[src/rtl/wb_arbiter_pkg.sv]
// Shared write-back types and register-file geometry.
package wb_arbiter_pkg;
  localparam int REGFILE_ADDR   = 3;
  localparam int DATAPATH_WIDTH = 64;
  localparam int NREGS          = 2 ** REGFILE_ADDR;

  typedef struct packed {
    logic                      live;
    logic [REGFILE_ADDR-1:0]   waddr;
    logic [DATAPATH_WIDTH-1:0] wdata;
  } wb_entry;

  function automatic logic [NREGS-1:0] reg_onehot(input logic [REGFILE_ADDR-1:0] addr);
    logic [NREGS-1:0] oh;
    oh       = '0;
    oh[addr] = 1'b1;
    return oh;
  endfunction
endpackage

[src/rtl/wb_arbiter_if.sv]
// Result sources in, register-file write port and pending state out.
interface wb_arbiter_if #(parameter int FIFO_DEPTH = 4);
  import wb_arbiter_pkg::*;
  localparam int CW = $clog2(FIFO_DEPTH) + 1;

  logic                      alu_valid;
  logic [REGFILE_ADDR-1:0]   alu_waddr;
  logic [DATAPATH_WIDTH-1:0] alu_wdata;
  logic                      mem_valid;
  logic [REGFILE_ADDR-1:0]   mem_waddr;
  logic [DATAPATH_WIDTH-1:0] mem_wdata;
  logic                      mem_ready;
  logic                      wena;
  logic [REGFILE_ADDR-1:0]   waddr;
  logic [DATAPATH_WIDTH-1:0] wdata;
  logic [NREGS-1:0]          pend_mask;
  logic [CW-1:0]             fifo_count;

  modport slave (
    input  alu_valid, alu_waddr, alu_wdata, mem_valid, mem_waddr, mem_wdata,
    output mem_ready, wena, waddr, wdata, pend_mask, fifo_count
  );

  modport master (
    output alu_valid, alu_waddr, alu_wdata, mem_valid, mem_waddr, mem_wdata,
    input  mem_ready, wena, waddr, wdata, pend_mask, fifo_count
  );
endinterface

[src/rtl/wb_arbiter_fifo.sv]
// Load-return circular buffer with parallel squash of live bits by address.
// Latency: push visible at head the cycle after; pop retires head at the edge.
// Backpressure: caller must not push when full; count exposes occupancy.
module wb_fifo
  import wb_arbiter_pkg::*;
#(
  parameter int FIFO_DEPTH = 4,
  localparam int PW = $clog2(FIFO_DEPTH),
  localparam int CW = PW + 1
) (
  input  logic                    clk,
  input  logic                    reset,
  input  logic                    push,
  input  wb_entry                 push_entry,
  input  logic                    pop,
  input  logic                    squash_valid,
  input  logic [REGFILE_ADDR-1:0] squash_addr,
  output wb_entry                 head,
  output logic [CW-1:0]           count,
  output logic [NREGS-1:0]        pend_mask
);
  wb_entry       mem [FIFO_DEPTH];
  logic [PW-1:0] rptr, wptr;

  always_ff @(posedge clk or posedge reset) begin
    if (reset) begin
      for (int i = 0; i < FIFO_DEPTH; i++) mem[i] <= '0;
      rptr  <= '0;
      wptr  <= '0;
      count <= '0;
    end else begin
      for (int i = 0; i < FIFO_DEPTH; i++) begin
        if (squash_valid && mem[i].waddr == squash_addr) mem[i].live <= 1'b0;
      end
      // Retired slots drop their live bit so pend_mask only sees occupied entries.
      if (pop) begin
        mem[rptr].live <= 1'b0;
        rptr           <= rptr + PW'(1);
      end
      if (push) begin
        mem[wptr]      <= push_entry;
        mem[wptr].live <= push_entry.live & ~(squash_valid && push_entry.waddr == squash_addr);
        wptr           <= wptr + PW'(1);
      end
      case ({push, pop})
        2'b10:   count <= count + CW'(1);
        2'b01:   count <= count - CW'(1);
        default: count <= count;
      endcase
    end
  end

  assign head = mem[rptr];

  always_comb begin
    pend_mask = '0;
    for (int i = 0; i < FIFO_DEPTH; i++) begin
      if (mem[i].live) pend_mask = pend_mask | reg_onehot(mem[i].waddr);
    end
  end
endmodule

[src/rtl/wb_arbiter.sv]
// Write-back arbiter: ALU first, then queued loads, then bypassed loads.
// Latency: one cycle from acceptance to registered wena/waddr/wdata.
// Backpressure: mem_ready low while the load buffer is full or in reset.
module wb_arbiter
  import wb_arbiter_pkg::*;
#(
  parameter int FIFO_DEPTH = 4,
  localparam int CW = $clog2(FIFO_DEPTH) + 1
) (
  input logic         clk,
  input logic         reset,
  wb_arbiter_if.slave bus
);
  wb_entry                   head;
  logic [CW-1:0]             count;
  logic                      fifo_empty;
  logic                      sel_fifo;
  logic                      bypass;
  logic                      push;
  logic                      wena_nxt;
  logic [REGFILE_ADDR-1:0]   waddr_nxt;
  logic [DATAPATH_WIDTH-1:0] wdata_nxt;

  assign fifo_empty    = (count == '0);
  assign bus.mem_ready = ~reset && (count < CW'(FIFO_DEPTH));
  assign sel_fifo      = ~bus.alu_valid && ~fifo_empty;
  assign bypass        = ~bus.alu_valid && fifo_empty && bus.mem_valid;
  assign push          = bus.mem_valid && bus.mem_ready && ~bypass;
  assign bus.fifo_count = count;

  wb_fifo #(.FIFO_DEPTH(FIFO_DEPTH)) u_fifo (
    .clk          (clk),
    .reset        (reset),
    .push         (push),
    .push_entry   ({1'b1, bus.mem_waddr, bus.mem_wdata}),
    .pop          (sel_fifo),
    .squash_valid (bus.alu_valid),
    .squash_addr  (bus.alu_waddr),
    .head         (head),
    .count        (count),
    .pend_mask    (bus.pend_mask)
  );

  always_comb begin
    wena_nxt  = 1'b0;
    waddr_nxt = '0;
    wdata_nxt = '0;
    if (bus.alu_valid) begin
      wena_nxt  = 1'b1;
      waddr_nxt = bus.alu_waddr;
      wdata_nxt = bus.alu_wdata;
    end else if (sel_fifo) begin
      // A squashed head still pops, but writes nothing.
      wena_nxt  = head.live;
      waddr_nxt = head.waddr;
      wdata_nxt = head.wdata;
    end else if (bypass) begin
      wena_nxt  = 1'b1;
      waddr_nxt = bus.mem_waddr;
      wdata_nxt = bus.mem_wdata;
    end
  end

  always_ff @(posedge clk or posedge reset) begin
    if (reset) begin
      bus.wena  <= 1'b0;
      bus.waddr <= '0;
      bus.wdata <= '0;
    end else begin
      bus.wena  <= wena_nxt;
      bus.waddr <= waddr_nxt;
      bus.wdata <= wdata_nxt;
    end
  end
endmodule
[src/flat_wrapper.sv]
// flat-port wrapper written by rule: the top's interface ports become plain ports
module wb_arbiter_flat import wb_arbiter_pkg::*;
#(
  parameter int FIFO_DEPTH = 4,
  localparam int CW = $clog2(FIFO_DEPTH) + 1
)
  (clk, reset, bus_alu_valid, bus_alu_waddr, bus_alu_wdata, bus_mem_valid, bus_mem_waddr, bus_mem_wdata, bus_mem_ready, bus_wena, bus_waddr, bus_wdata, bus_pend_mask, bus_fifo_count);
  wb_arbiter_if #(.FIFO_DEPTH(FIFO_DEPTH)) bus_i ();
  input logic clk;
  input logic reset;
  input wire logic [$bits(bus_i.alu_valid)-1:0] bus_alu_valid;
  input wire logic [$bits(bus_i.alu_waddr)-1:0] bus_alu_waddr;
  input wire logic [$bits(bus_i.alu_wdata)-1:0] bus_alu_wdata;
  input wire logic [$bits(bus_i.mem_valid)-1:0] bus_mem_valid;
  input wire logic [$bits(bus_i.mem_waddr)-1:0] bus_mem_waddr;
  input wire logic [$bits(bus_i.mem_wdata)-1:0] bus_mem_wdata;
  output wire logic [$bits(bus_i.mem_ready)-1:0] bus_mem_ready;
  output wire logic [$bits(bus_i.wena)-1:0] bus_wena;
  output wire logic [$bits(bus_i.waddr)-1:0] bus_waddr;
  output wire logic [$bits(bus_i.wdata)-1:0] bus_wdata;
  output wire logic [$bits(bus_i.pend_mask)-1:0] bus_pend_mask;
  output wire logic [$bits(bus_i.fifo_count)-1:0] bus_fifo_count;
  assign bus_i.alu_valid = bus_alu_valid;
  assign bus_i.alu_waddr = bus_alu_waddr;
  assign bus_i.alu_wdata = bus_alu_wdata;
  assign bus_i.mem_valid = bus_mem_valid;
  assign bus_i.mem_waddr = bus_mem_waddr;
  assign bus_i.mem_wdata = bus_mem_wdata;
  assign bus_mem_ready = bus_i.mem_ready;
  assign bus_wena = bus_i.wena;
  assign bus_waddr = bus_i.waddr;
  assign bus_wdata = bus_i.wdata;
  assign bus_pend_mask = bus_i.pend_mask;
  assign bus_fifo_count = bus_i.fifo_count;
  wb_arbiter #(.FIFO_DEPTH(FIFO_DEPTH)) u_core (.clk(clk), .reset(reset), .bus(bus_i));
endmodule
[config.mk]
export PLATFORM = sky130hd
export DESIGN_NAME = wb_arbiter_flat
export DESIGN_NICKNAME = d
export VERILOG_FILES = /design/src/rtl/wb_arbiter_pkg.sv /design/src/rtl/wb_arbiter_if.sv /design/src/rtl/wb_arbiter_fifo.sv /design/src/rtl/wb_arbiter.sv /design/src/flat_wrapper.sv
export SDC_FILE = /design/constraint.sdc
export NUM_CORES = 1
export LEC_CHECK = 0
export ABC_CLOCK_PERIOD_IN_PS = 25800
export CORE_ASPECT_RATIO = 0.7
export CORE_UTILIZATION = 45
export DETAILED_ROUTE_END_ITERATION = 10
export PLACE_DENSITY = 0.71
export REMOVE_ABC_BUFFERS = 1
export SETUP_SLACK_MARGIN = 0.05
export SYNTH_ARGS = -nofsm -noshare
export SYNTH_HDL_FRONTEND = slang
export SYNTH_SLANG_ARGS = --single-unit
[constraint.sdc]
create_clock -name clk -period 25.8 [get_ports clk]
set_input_delay 3.87 -clock clk [delete_from_list [all_inputs] [get_ports clk]]
set_output_delay 3.87 -clock clk [all_outputs]
set_load 0.01 [all_outputs]
# Word level (Yosys, flattened, before mapping)
# Cells that the tools add are included.
# classes
n_addsub	4
n_lt_le_gt_ge	13
n_eq_ne	7
n_mux	40
n_bitwise	10
n_reduce_logical	19
# ops
cell	count
272-bit bitwise mux	3
272-bit two-way mux	2
68-bit demux with 2-bit select	3
68-bit two-way mux	5
64-bit two-way mux	3
68-bit binary-select mux with 2-bit select	1
8-bit two-way mux	4
8-bit bitwise OR	3
1-bit logical AND	17
3-bit by 4-bit less-than comparator with 1-bit output, second input constant	4
3-bit equality test	5
1-bit demux with 3-bit select	4
3-bit by 1-bit greater-or-equal comparator with 1-bit output, second input constant	4
1-bit two-way mux	11
3-bit two-way mux	3
3-bit greater-or-equal comparator, second input constant	2
3-bit by 1-bit less-than comparator with 1-bit output, second input constant	2
2-bit inverter with 3-bit output	2
3-bit case mux with 2 select lines	1
1-bit inverter	5
2-bit by 1-bit adder with 2-bit output, second input constant	2
3-bit by 1-bit adder with 3-bit output, second input constant	1
3-bit logical NOT	1
3-bit less-than comparator, second input constant	1
other kinds (4)	4
# totals
register_bits	347
in_bits	138
output_inout_bits	80
wordCells	111

# Depth between registers and ports, before layout
# Gate-level depths: netlist of run 1.
# depth
word_depth	11
ltp_mapped	10
depth_no_buf	8

# Cells and area by module
# From an unflattened synthesis of run 1, not the netlist that was laid out.
# hier_totals
hier_cells	1163
area_unflattened_um2	16062.9
# by_module_without_submodules
module	instances	cells_per_inst	area_each_um2	seq_area_each_um2
wb_fifo	1	780	12680.9	6981.7
wb_arbiter	1	383	3382.0	1701.6

# Least setup slack after synthesis of run 1
# No wires, ideal clock.
# synth_path
path_type	input port to output port
startpoint	input reset
endpoint	output bus_mem_ready
arrival_time_ns	4.134
required_time_ns	21.930
slack_ns	17.796
path_stages	1
n_path_buf	0
cell_sequence	nor2_4
# synth_via
elab_chain_cells	2
# synth_rtl
element	line_no	source
start, declared	flat_wrapper.sv:10	input logic reset;
1-bit inverter	wb_arbiter.sv:25	assign bus.mem_ready = ~reset && (count < CW'(FIFO_DEPTH));
1-bit logical AND	wb_arbiter.sv:25	
end, declared	flat_wrapper.sv:17	output wire logic [$bits(bus_i.mem_ready)-1:0] bus_mem_ready;
# Every way passes these cells.

# Final worst setup path of run 1
# Same ends and word-level chain as after synthesis.

==> summary.txt, run 1 <==
Status
  • Status: completed

Clocking
  • H-tree depth: 2
  • CTS tree: done
  • CTS root buffer: clkbuf_16
  • Clock Latency Late Sink: 520 ps
  • Max Root-Sink Buffers: 3
  • CTS Buf Count: 35
  • CTS Sinks: 347
  • Setup Buffers After CTS: 0
  • CTS clk-pin slew, worst paths: 60 ps
  • Resized cells post-CTS: 0
  • Hold-fix buffers, CTS: 0

Layout
  • Nets: 1357
  • Area Overhead vs Synth: 21.5%
  • Layout cells sized above 1: 30.7%

Floorplan
  • Row count: 57
  • DIE AREA: 0.0365 mm2
  • Core ar.: 0.0349 mm2
  • Die height: 160 um
  • Die W: 228 um
  • I/O pins: 218
  • Initial Utilization: 46.0%

Global route
  • Initial antenna violation count: 0
  • Vias in the first global route: 10150
  • Gr ovfl total: 0
  • Global-route wire length before repair: 59000 um
  • Total Routing Usage GR: 20.6%
  • Largest net degree at the start of global routing: 160

Placement
  • Port buffer count: 217
  • Routability cong.: 0.802
  • Final HPWL DP: 21700 um

Yosys
  • Mapped Area: 0.0161 mm2
  • Seq/Total Area, Yosys: 54.0%
  • Most frequent cell after synthesis: dfrtp_1
  • Synth Flop Type: dfrtp_1
  • Most frequent cells after synthesis: dfrtp_1, mux2_2, mux4_2
  • Ranking of synthesized cells by area: dfrtp_1, mux2_2, mux4_2
  • Synthesized flop and latch total: 347
  • Synth Warn #: 0
  • Syn_area_per_cell: 15.4 um2
  • Top cell type by total area after synthesis: dfrtp_1
  • EDFF count, synth: 0
  • Mapped Cells: 1041
  • Yosys cell types: 40
  • Synth async-reset ratio: 100%
  • Synth top area share: 54.0%

STA
  • Final setup fails: 0
  • Tmin final: 9260 ps
  • RSZ-0062 raised after global routing: no
  • Worst slew margin: 23.6%
  • Worst hold margin: 487 ps
  • Measured slew at the worst slew-check pin: 1150 ps
  • Clock skew: 8.78 ps
  • Final hold violations: 0
  • Final Slew Violations: 0
  • Fmax: 108 MHz
  • Fin crit share: 35.9%
  • Final setup TNS: 0 ps

Critical path
  • Crit end category: output port
  • Worst path bufs/invs: 2
  • Worst Path Required: 21930 ps
  • CP top delay family: buffers and inverters
  • Critical Path Max Stage Delay: 600 ps
  • CP max-delay cell: clkdlybuf4s50_1
  • Worst path cell trace: clkdlybuf4s50_1 -> nor2_4 -> clkdlybuf4s50_1
  • Worst setup SP type: input port
  • Reg2reg start: u_core.u_fifo.count[1]
  • Setup Crit Path Kind: input port to output port
  • Worst Path Max Fanout: 6
  • Crit path from: reset
  • CP most frequent cell: clkdlybuf4s50_1
  • Arrival @ worst endpoint: 5390 ps

Pwr
  • Leak: 8.44 nW
  • P per Cell Area: 116 mW/mm2
  • Peak supply drop: 0.0000516 V

Detailed routing
  • DR WL met2: 16900 um
  • Routed len/inst: 21.8 um
  • Vias per cell: 5.81
  • DR vias: 9900
  • Top Metal Used: met4
  • Detailed-route wire length: 37100 um
  • WL met3: 1900 um
  • TritonRoute pass-1 iters: 5
  • Met1 wire length: 17700 um
  • Remaining DRCs: 0
  • Initial DRC count: 735
  • Detail Route Antenna Nets: 0

Hold path
  • Hold path start: u_core.u_fifo.mem[1]
  • HP Class: flip-flop to flip-flop

Run
  • Max Cap Violations: 0
==> registers in the layout (all words and copies together), names as in the netlist <==
name	cells
u_core.bus.waddr	3
u_core.u_fifo.mem	272
u_core.bus.wdata	64
u_core.u_fifo.wptr	2
u_core.bus.wena	1
u_core.u_fifo.rptr	2
u_core.u_fifo.count	3
==> final cells by class <==
class | instances | area [um2]
fill | 2796 | 15400
sequential | 347 | 8690
clock inverter | 10 | 128
timing repair buffer | 229 | 2270
multi-input combinational | 588 | 6820
inverter | 8 | 37.5
antenna | 1 | 2.50
clock buffer | 50 | 1000
tap | 472 | 591
==> kinds of logic (layout without fill, tap and decap cells) <==
group                      after synthesis  after routing  share of synthesized area, %
other                                    0              1                             0
adders and majority gates               10             10                         0.825
xor gates and xnor gates                20             20                          1.09
DFF                                    347            347                          54.0
AOI/OAI and AO/OA                       80             80                          4.75
buffers and inverters                  106            297                          3.65
and+or+nand+nor                        140            140                          7.26
muxes                                  338            338                          28.4
==> metal layers <==
layer	vias to the layer above	GRT usage, %
li1	4362	-
met1	5199	30.7
met2	283	31.3
met3	56	3.36
met4	0	5.49
met5	-	0
==> placed cells by master (no fill, tap or decap), types with 7 or more instances in the layout <==
cell type	instances
dfrtp_1	345
mux2_2	236
clkdlybuf4s50_1	215
mux4_2	68
and4b_1	67
a221o_1	67
clkbuf_16	37
mux2_1	33
xnor2_1	18
nand2_1	15
buf_4	12
nand4_1	11
clkbuf_1	10
ha_1	9
nand4b_1	8
nor3b_1	8
inv_1	7
==> stage by stage <==
step,utilization (%),cells,cell area (um2),setup WS (ps),power (W)
2_1_floorplan,-,943,15500,12310,0.00148
3_3_place_gp,52.7,1644,18400,16570,0.00175
3_5_place_dp,52.7,1644,18400,16550,0.00177
4_1_cts,55.9,1704,19500,16540,0.00229
5_1_grt,55.9,1704,19500,16510,0.00239
6_report,55.9,1705,19500,16540,0.00227
==> where the power goes <==
part           switching, W  internal [W]  leakage, nW
Sequential         0.000173      0.000799         4.29
Combinational      0.000295      0.000495         3.60
Clock              0.000207      0.000301        0.555
Total              0.000675       0.00160         8.44
==> path summary, 6_finish.rpt <==
kind,slack (ps),cells past startpoint,to
setup / recovery,16540,3,bus_mem_ready
hold / removal,490,1,u_core.u_fifo.mem[1]
setup reg to reg,22930,4,u_core.u_fifo.mem[181]
hold reg to reg,490,1,u_core.u_fifo.mem[1]
max in group asynchronous,20230,3,u_core.u_fifo.mem[36]
min in group asynchronous,3950,2,u_core.bus.wena
==> worst register-to-register path, delay by kind of cell (launching register included) <==
kind,cells,cell delay [ps]
flops,1,470
buf+inv,1,690
mux,1,430
simple gates,2,1160
Power figures use the tool's default switching activity.
==> inputs of run 2 (changes only) <==
ABC_CLOCK_PERIOD_IN_PS = 7850   (was 25800)
PLACE_DENSITY = 0.74   (was 0.71)
clock period = 7.85 ns   (was 25.8 ns; I/O delays follow)
==> run 2 against run 1 <==
  * Sequential cell count is the same
  * Critical path type unchanged
  * Global-route usage grew 0.51 points
  * Via count grew 0.54%
  * Largest power group unchanged
  * Non-clock buffer count is the same
  * Register-to-register slack lost 18000 ps
  * First-iteration DRC count shrank 2.7%
==> summary.txt, run 2 (same netlist as run 1, synthesis figures left out) <==
STA
  • RSZ-0062 raised after global routing: no
  • Final Slew Violations: 0 (unchanged)
  • Measured slew at the worst slew-check pin: 1130 ps (-19.8 ps)
  • Fin crit share: 49.1%
  • Final setup fails: 0 (unchanged)
  • Setup WS post-layout: 3990 ps (-12550 ps)
  • Final hold violations: 0 (unchanged)
  • Tmin final: 3860 ps
  • Fmax: 259 MHz
  • Clock skew: 21.5 ps (+12.7 ps)
  • Worst slew margin: 24.9% (+1.3 points)

Detailed routing
  • Routed len/inst: 22.1 um (+1.6%)
  • Initial DRC count: 715 (-2.7%)
  • Detail Route Antenna Nets: 0 (unchanged)
  • Remaining DRCs: 0 (unchanged)
  • TritonRoute pass-1 iters: 5 (unchanged)
  • Detailed-route wire length: 37800 um (+1.6%)
  • DR vias: 9953 (+0.54%)
  • Vias per cell: 5.84 (+0.54%)

Placement
  • Final HPWL DP: 22500 um (+3.6%)
  • Port buffer count: 217 (unchanged)
  • Routability cong.: 0.818 (+2.0%)
  • Setup WS pre-CTS: 3880 ps (-12660 ps)
  • Post-place instance area: 0.0184 mm2 (unchanged)

Floorplan
  • I/O pins: 218 (unchanged)
  • Die height: 160 um (unchanged)
  • Core ar.: 0.0349 mm2 (unchanged)
  • Initial Utilization: 46.0% (unchanged)
  • DIE AREA: 0.0365 mm2 (unchanged)
  • Die W: 228 um (unchanged)
  • Row count: 57 (unchanged)

Layout
  • Sequential standard cell area: 0.00869 mm2 (unchanged)
  • Largest register by flop count: u_core.u_fifo.mem
  • Commonest non-fill, non-tap cell in the layout: dfrtp_1
  • Area Overhead vs Synth: 21.6% (about the same)
  • Layout cells sized above 1: 31.0% (+0.32 points)
  • Commonest non-fill, non-tap cells in the layout: dfrtp_1, mux2_2, clkdlybuf4s50_1, mux4_2
  • Number of fill cells: 2831 (+1.3%)
  • Finished Cell Area: 0.0196 mm2 (about the same)
  • Number of flip-flops in the largest register: 272 (unchanged)
  • Biggest regs: u_core.u_fifo.mem: 272 flops, u_core.bus.wdata: 64 flops
  • Nets: 1357 (unchanged)
  • Combined area of the multi-input logic cells: 0.00682 mm2 (unchanged)
  • Final core utilization: 56.0% (about the same)

Critical path
  • CP max-delay cell: clkdlybuf4s50_1
  • Setup Crit Path Kind: input port to output port
  • Worst path cell trace: clkdlybuf4s50_1 -> nor2_4 -> clkdlybuf4s50_1
  • Reg2reg start: u_core.u_fifo.count[0]
  • End of the worst register-to-register path: u_core.u_fifo.count[2]
  • CP top delay family: buffers and inverters
  • FF-to-FF setup slack: 4980 ps (-17950 ps)
  • Worst setup SP type: input port
  • Critical Path Max Stage Delay: 600 ps (about the same)
  • Worst path depth: 3 (unchanged)
  • CP endpoint: bus_mem_ready
  • Crit path from: reset
  • Worst path bufs/invs: 2 (unchanged)
  • Crit end category: output port
  • Worst Path Max Fanout: 6 (unchanged)
  • Worst Path Required: 6670 ps (-15260 ps)
  • Arrival @ worst endpoint: 2680 ps (-2710 ps)
  • CP most frequent cell: clkdlybuf4s50_1
  • Worst R2R Path Depth: 9 (+5)

Clocking
  • CTS Sinks: 347 (unchanged)
  • CTS tree: done
  • Setup Buffers After CTS: 0 (unchanged)
  • H-tree depth: 2 (unchanged)
  • CTS Buf Count: 35 (unchanged)
  • Clock Latency Late Sink: 530 ps (about the same)
  • Resized cells post-CTS: 0 (unchanged)
  • CTS clk-pin slew, worst paths: 60 ps (about the same)
  • Max Root-Sink Buffers: 3 (unchanged)
  • Hold-fix buffers, CTS: 0 (unchanged)
  • CTS root buffer: clkbuf_16

Run
  • Max Cap Violations: 0 (unchanged)

Pwr
  • Peak supply drop: 0.000187 V (+260%)
  • P per Cell Area: 383 mW/mm2 (+230%)
  • Leak: 8.45 nW (+0.11%)

Global route
  • GRT busiest layer: met2
  • Total Routing Usage GR: 21.1% (+0.51 points)
  • Initial antenna violation count: 4 (+4)
  • Largest net degree at the start of global routing: 149 (-6.9%)
  • Met3 global-route usage: 4.30% (+0.95 points)
  • Gr ovfl total: 0 (unchanged)
  • Vias in the first global route: 10337 (+1.8%)
  • Global-route wire length before repair: 60500 um (+2.5%)
  • Met2 global-route usage: 32.6% (+1.3 points)
  • Met1 GRT Util: 30.7% (about the same)

Status
  • Status: completed

Hold path
  • HP Class: flip-flop to flip-flop
[run 2: cell count changes in the layout (fill, tap and decap cells not counted)]
| cell | previous run | this run |
|---|---|---|
| bufinv_16 | 3 | 2 |
| clkbuf_1 | 10 | 6 |
| clkbuf_16 | 37 | 36 |
| clkbuf_8 | 3 | 7 |
| clkinv_2 | 6 | 5 |
| clkinv_8 | 0 | 1 |
| inv_6 | 0 | 2 |
[run 2: worst min-delay path by stage]
stage | end | slack [ps] | startpoint | depth (start not counted)
after global placement | u_core.u_fifo.mem[172] | 470 | u_core.u_fifo.mem[172] | 1
after CTS | u_core.u_fifo.mem[69] | 490 | u_core.u_fifo.mem[69] | 1
final | u_core.u_fifo.mem[69] | 490 | u_core.u_fifo.mem[69] | 1
after detailed placement | u_core.u_fifo.mem[69] | 480 | u_core.u_fifo.mem[69] | 1
after floorplan | u_core.u_fifo.mem[68] | 460 | u_core.u_fifo.mem[68] | 1
after global routing | u_core.u_fifo.mem[69] | 510 | u_core.u_fifo.mem[69] | 1
[run 2: per-layer routing]
layer	part of all wire (%)	vias to the layer above
li1	-	4353
met1	47	5270
met2	46	276
met3	5.0	48
met4	1.5	6
met5	0.12	-
[run 2: stage by stage]
| stage | hold WS [ps] | instances | setup TNS (ps) | total power, W |
|---|---|---|---|---|
| after CTS | 491 | 1704 | 0 | 0.00756 |
| after global placement | 468 | 1644 | 0 | 0.00575 |
| after detailed placement | 475 | 1644 | 0 | 0.00585 |
| after floorplan | 459 | 943 | -1023400 | 0.00486 |
| final | 488 | 1705 | 0 | 0.00749 |
| after global routing | 506 | 1705 | 0 | 0.00791 |
[run 2: layout make-up]
class | instances | area share (%)
clock buffers | 49 | 5.21
inverters | 8 | 0.192
clock inverters | 11 | 0.646
repair buffers | 229 | 11.6
diodes | 1 | 0.0128
well taps | 472 | 3.02
multi-input cells | 588 | 34.9
flip-flops and latches | 347 | 44.4
[run 2: power breakdown]
group / leakage [nW] / internal (W) / switching (W)
Sequential: 4.29 / 0.00263 / 0.000555
Combinational: 3.60 / 0.00163 / 0.00100
Clock: 0.565 / 0.000976 / 0.000700
